### src/rtl/lut_h_pkg.sv
// Shared constants, state encoding and the modular step for the
// high-nibble reduction table writer/checker.
package lut_h_pkg;

  localparam int unsigned Q     = 3329;
  localparam int unsigned STEP  = 59;
  localparam int unsigned DEPTH = 16;
  localparam int unsigned DW    = 12;
  localparam int unsigned AW    = $clog2(DEPTH);

  typedef enum logic [1:0] {
    IDLE  = 2'd0,
    WRITE = 2'd1,
    READ  = 2'd2,
    DONE  = 2'd3
  } state_t;

  // One table step: v' = (v - STEP) mod Q, computed one bit wider so the
  // wrap-around add of Q cannot overflow. Input must already be < Q.
  function automatic logic [DW-1:0] mod_step(input logic [DW-1:0] v);
    logic [DW:0] wide;
    wide = {1'b0, v};
    if (wide >= (DW+1)'(STEP)) begin
      wide = wide - (DW+1)'(STEP);
    end else begin
      wide = wide + (DW+1)'(Q) - (DW+1)'(STEP);
    end
    return wide[DW-1:0];
  endfunction

endpackage

### src/rtl/lut_h_acc.sv
// Modular accumulator producing successive table entries (-STEP*k) mod Q.
module lut_h_acc
  import lut_h_pkg::*;
(
  input  logic          clk,
  input  logic          rst_n,
  input  logic          clear,
  input  logic          advance,
  output logic [DW-1:0] v
);

  // Clear has priority so a restart in the same cycle as a step wins.
  always_ff @(posedge clk or negedge rst_n) begin
    if (!rst_n) begin
      v <= '0;
    end else if (clear) begin
      v <= '0;
    end else if (advance) begin
      v <= mod_step(v);
    end
  end

endmodule

### src/rtl/lut_h_gen.sv
// Writes the 16-entry reduction table over a valid/ready port and can read
// it back through a 1-cycle-latency port, flagging the first mismatch.
module lut_h_gen
  import lut_h_pkg::*;
(
  input  logic          clk,
  input  logic          rst_n,
  input  logic          start,
  input  logic          verify,
  output logic          busy,
  output logic          done,
  output logic          err,
  output logic [AW-1:0] err_addr,
  output logic          wr_valid,
  input  logic          wr_ready,
  output logic [AW-1:0] wr_addr,
  output logic [DW-1:0] wr_data,
  output logic          rd_en,
  output logic [AW-1:0] rd_addr,
  input  logic [DW-1:0] rd_data
);

  state_t        state;
  // One extra index bit marks the final READ cycle, which only compares.
  logic [AW:0]   idx;
  logic          verify_q;
  logic          cmp_valid;
  logic [AW-1:0] cmp_addr;
  logic [DW-1:0] cmp_exp;
  logic [DW-1:0] v;
  logic          wr_fire;
  logic          wr_last;
  logic          acc_clr;
  logic          acc_adv;

  lut_h_acc u_acc (
    .clk     (clk),
    .rst_n   (rst_n),
    .clear   (acc_clr),
    .advance (acc_adv),
    .v       (v)
  );

  // Port outputs and accumulator control decoded from state; buses are
  // gated to zero when their strobe is low so idle/reset outputs are 0.
  always_comb begin
    busy     = (state == WRITE) || (state == READ);
    done     = (state == DONE);
    wr_valid = (state == WRITE);
    wr_addr  = wr_valid ? idx[AW-1:0] : '0;
    wr_data  = wr_valid ? v : '0;
    rd_en    = (state == READ) && !idx[AW];
    rd_addr  = rd_en ? idx[AW-1:0] : '0;
    wr_fire  = wr_valid && wr_ready;
    wr_last  = wr_fire && (idx[AW-1:0] == '1);
    acc_clr  = ((state == IDLE) && start) || wr_last;
    acc_adv  = wr_fire || rd_en;
  end

  // Sequencer, index counter, read-compare stage and sticky error.
  always_ff @(posedge clk or negedge rst_n) begin
    if (!rst_n) begin
      state     <= IDLE;
      idx       <= '0;
      verify_q  <= 1'b0;
      err       <= 1'b0;
      err_addr  <= '0;
      cmp_valid <= 1'b0;
      cmp_addr  <= '0;
      cmp_exp   <= '0;
    end else begin
      unique case (state)
        IDLE: begin
          if (start) begin
            state    <= WRITE;
            idx      <= '0;
            verify_q <= verify;
            err      <= 1'b0;
            err_addr <= '0;
          end
        end
        WRITE: begin
          if (wr_fire) begin
            idx <= idx + 1'b1;
            if (wr_last) begin
              idx   <= '0;
              state <= verify_q ? READ : DONE;
            end
          end
        end
        READ: begin
          // Expected value travels alongside the address so it lines up
          // with rd_data one cycle later.
          cmp_valid <= rd_en;
          cmp_addr  <= idx[AW-1:0];
          cmp_exp   <= v;
          if (cmp_valid && (rd_data != cmp_exp) && !err) begin
            err      <= 1'b1;
            err_addr <= cmp_addr;
          end
          idx <= idx + 1'b1;
          if (idx[AW]) begin
            state <= DONE;
          end
        end
        DONE: begin
          state <= IDLE;
        end
      endcase
    end
  end

endmodule
### config.mk
export PLATFORM = sky130hd
export DESIGN_NAME = lut_h_gen
export DESIGN_NICKNAME = d
export VERILOG_FILES = /design/src/rtl/lut_h_pkg.sv /design/src/rtl/lut_h_acc.sv /design/src/rtl/lut_h_gen.sv
export SDC_FILE = /design/constraint.sdc
export NUM_CORES = 1
export LEC_CHECK = 0
export ABC_CLOCK_PERIOD_IN_PS = 4900
export CAP_MARGIN = 40
export CORE_MARGIN = 4
export CORE_UTILIZATION = 37
export CTS_CLUSTER_SIZE = 16
export DETAILED_ROUTE_END_ITERATION = 6
export GPL_TIMING_DRIVEN = 0
export PLACE_DENSITY = 0.7
export SLEW_MARGIN = 25
export SYNTH_ARGS = -nofsm -noshare
export SYNTH_HDL_FRONTEND = slang
export SYNTH_SLANG_ARGS = --single-unit
### constraint.sdc
create_clock -name clk -period 4.9 [get_ports clk]
set_input_delay 0.98 -clock clk [delete_from_list [all_inputs] [get_ports clk]]
set_output_delay 0.98 -clock clk [all_outputs]
set_load 0.05 [all_outputs]
==> results_dict.tcl <==
set metrics [dict create \
    status "finished clean" \
    leakagePower_nw 1.28 \
    overflow 0 \
    cts-resized-gates 0 \
    numCtsBuffers 5 \
    crit_buf_inv 4 \
    switchingPower_mw 0.947 \
    drc 0 \
    synth_edf_count 0 \
    critPathMaxStageDelay_ns 0.80 \
    synthCells 229 \
    cts_tree "done" \
    syn_to_final_growth_pct 27.5 \
    io_buffer_count 45 \
    yosys_warnings 0 \
    power_frac_seq_pct 31.5 \
    io-pin-count 46 \
    dp.final_hpwl_um 4200 \
    period_needed_ns 3.73 \
    crit_family "buffers and inverters" \
    initial_utilization_pct 37.8 \
    swShare_pct 47.4 \
    rsz0062_at_grt "no" \
    syn-num-nets 255 \
    drtAntennaViolNets 0 \
    first_iter_violations 76 \
    die_x_um 88.3 \
    async_flop_share_pct 100 \
    power_density_mw_per_mm2 657 \
    ys_seq_area_share_pct 44.0 \
    insertion_delay_ns 0.29 \
    final_cells 360 \
    firstDrtPassIters 4 \
    yosysUniqueCellTypes 47 \
    holdBufCountCts 0 \
    cts_buffer_depth 2 \
    drive_gt1_share_pct 13.8 \
    vias 1921 \
    n_antenna_cell 0 \
    grt_pass1_wl_um 9230 \
    antenna_found_initial 0 \
    startpoint_type "register" \
    max-vdd-ir-drop_mv 0.330 \
    max_freq_ghz 0.268 \
    htreeDepth 2 \
    finClkSkew_ns 0.00540 \
    placed_area_mm2 0.00295 \
    ys_ff_latch 42 \
    pwr-share-comb_pct 56.8 \
    chipHeight_um 88.3 \
    track_usage_pct 14.9 \
    critPathArrivalTime_ns 2.75 \
    p_int_mw 1.05 \
    crit_required_ns 3.92 \
    hold_class "register to register" \
    ctsRootBufferMaster "clkbuf_8" \
    setup_viol 0 \
    die-area_mm2 0.00780 \
    setup.worst_path.class "register to primary output" \
    grt_pass1_vias 1907 \
    std_cell_rows 29 \
    placed_cells 352 \
    path_cells "inv_1 > ha_1 > clkbuf_1 > clkbuf_1 > and2_1 > clkdlybuf4s50_1" \
    stdcell_area_mm2 0.00305 \
    cp_slowest_cell "clkdlybuf4s50_1" \
    maxSlewHeadroom_pct 52.8 \
    core_mm2 0.00631 \
    synth_flop_cell "dfrtp_1" \
    finalHoldViolations 0 \
    wl_per_cell_um 15.2 \
    period_share_pct 76.2 \
    clock_sinks 42 \
    cp-end-kind "primary output" \
    post_cts_buffers 0 \
    viasPerCell 5.34 \
    tightestPinTransition_ns 0.702 \
    path_common_cell "clkbuf_1" \
    finalSetupTns_ns 0 \
    netlist_area_mm2 0.00239 \
    drv_cap 0 \
    crit_fanout 10 \
    clk_pin_slew_worst_paths_ns 0.08 \
    drt_wl_total_um 5490 \
    syn_avg_cell_area_um2 10.4 \
    grt_max_degree 32 \
    place.gp.congestion 0.926 \
    finish.net_count 308 \
    utilization_pct 48.2 \
    p_clk_share_pct 11.7 \
    slew_viol_final 0 \
]
[flip-flops by register name, indices dropped and copies added, names as in the netlist]
signal and count:
u_acc.v 12, idx 5, cmp_addr 4, err 1
cmp_valid 1, verify_q 1, state 2, err_addr 4
cmp_exp 12
[area by class of cell]
type	count	area (um^2)
Fill cell	583	3270
Multi-Input combinational cell	174	1280
Sequential cell	42	1050
Timing Repair Buffer	46	465
Tap cell	77	96.3
Clock buffer	6	82.6
Buffer	6	28.8
Inverter	7	26.3
Clock inverter	2	12.5
[cell usage in the layout, fill, tap and decap left out, drive strengths merged, types with 2 or more instances in the layout]
| cell | synthesis | routed |
|---|---|---|
| or2 | 2 | 2 |
| a22o | 7 | 7 |
| ha | 9 | 9 |
| a21o | 2 | 2 |
| clkbuf | 2 | 8 |
| buf | 4 | 6 |
| a311oi | 4 | 4 |
| nand4b | 2 | 2 |
| nand2 | 11 | 11 |
| clkdlybuf4s50 | 0 | 44 |
| xor2 | 8 | 8 |
| nor3 | 3 | 3 |
| inv | 7 | 7 |
| dfrtp | 42 | 42 |
| a21oi | 5 | 5 |
| nor2b | 3 | 3 |
| xnor2 | 13 | 13 |
| nor2 | 15 | 15 |
| o31ai | 2 | 2 |
| or3 | 3 | 3 |
| nand4 | 6 | 6 |
| mux2 | 17 | 17 |
| and3 | 2 | 2 |
| nand3 | 6 | 6 |
| o21ai | 13 | 13 |
| and2 | 21 | 21 |
| nor4 | 4 | 4 |
| nand2b | 2 | 2 |
| o21a | 2 | 2 |
[cell usage after synthesis (2+ instances only)]
cell type / count / area share (%)
and3_1: 2 / 0.52
and2_1: 20 / 5.2
mux2_2: 17 / 8.0
clkbuf_1: 2 / 0.31
a21oi_1: 5 / 1.0
a311oi_1: 3 / 1.1
nor4_1: 3 / 0.79
a21o_1: 2 / 0.63
nor2_1: 15 / 2.4
nand2_1: 11 / 1.7
nand3_1: 6 / 1.3
nor3_1: 3 / 0.63
inv_1: 7 / 1.1
dfrtp_1: 42 / 44
o31ai_1: 2 / 0.63
o21a_1: 2 / 0.63
buf_2: 2 / 0.42
o21ai_1: 5 / 1.0
xnor2_1: 13 / 4.8
nand4b_1: 2 / 0.73
or2_2: 2 / 0.52
xor2_1: 8 / 2.9
ha_1: 9 / 4.7
nor2b_1: 3 / 0.79
or3_1: 3 / 0.79
a22o_1: 7 / 2.6
nand4_1: 6 / 1.6
o21ai_0: 8 / 1.7
[cell families (layout without fill, tap and decap cells)]
kind of cell	after synthesis	count (layout)	share of synthesized area, %
AND/OR/NAND/NOR	83	83	19.9
flip-flops	42	42	44.0
buffers and inverters	13	67	2.31
AO/OA/AOI/OAI	43	43	12.9
adder cells (fa/ha/maj)	9	9	4.71
XOR/XNOR	21	21	7.70
multiplexers	18	18	8.43
[metrics by stage]
step                hold slack [ns]  power (mW)  setup slack, ns
finish                        0.483        2.00             1.17
global route                  0.497        2.16            0.963
CTS                           0.480        2.01             1.13
detailed placement            0.466        1.77             1.46
global placement              0.468        1.75             1.47
floorplan                     0.439        1.45             1.97
[power groups by stage]
stage,sequential [mW],clock (mW),combinational [mW]
after global placement,0.630,0,1.12
final,0.629,0.234,1.14
after detailed placement,0.636,0,1.14
after CTS,0.629,0.238,1.14
after global routing,0.653,0.254,1.25
after floorplan,0.615,0,0.834
[per-layer routing]
metal / vias to the layer above / share of wire (%) / GRT usage, %
met5: - / 0 / 0
li1: 927 / - / -
met3: 3 / 6.8 / 3.07
met4: 0 / 0.22 / 1.65
met2: 65 / 47 / 25.3
met1: 926 / 46 / 20.4
[final timing paths]
kind                                from     endpoint  slack (ns)  cells past startpoint
worst max-delay path            state[1]   wr_data[2]        1.17                      6
worst min-delay path              idx[4]       idx[4]        0.48                      1
worst max register to register  state[0]  err_addr[1]        2.74                      6
worst min register to register    idx[4]       idx[4]        0.48                      1
max in group asynchronous          rst_n   cmp_exp[8]        3.87                      2
min in group asynchronous          rst_n     state[1]        0.57                      1
(Power assumes the default switching activity.)
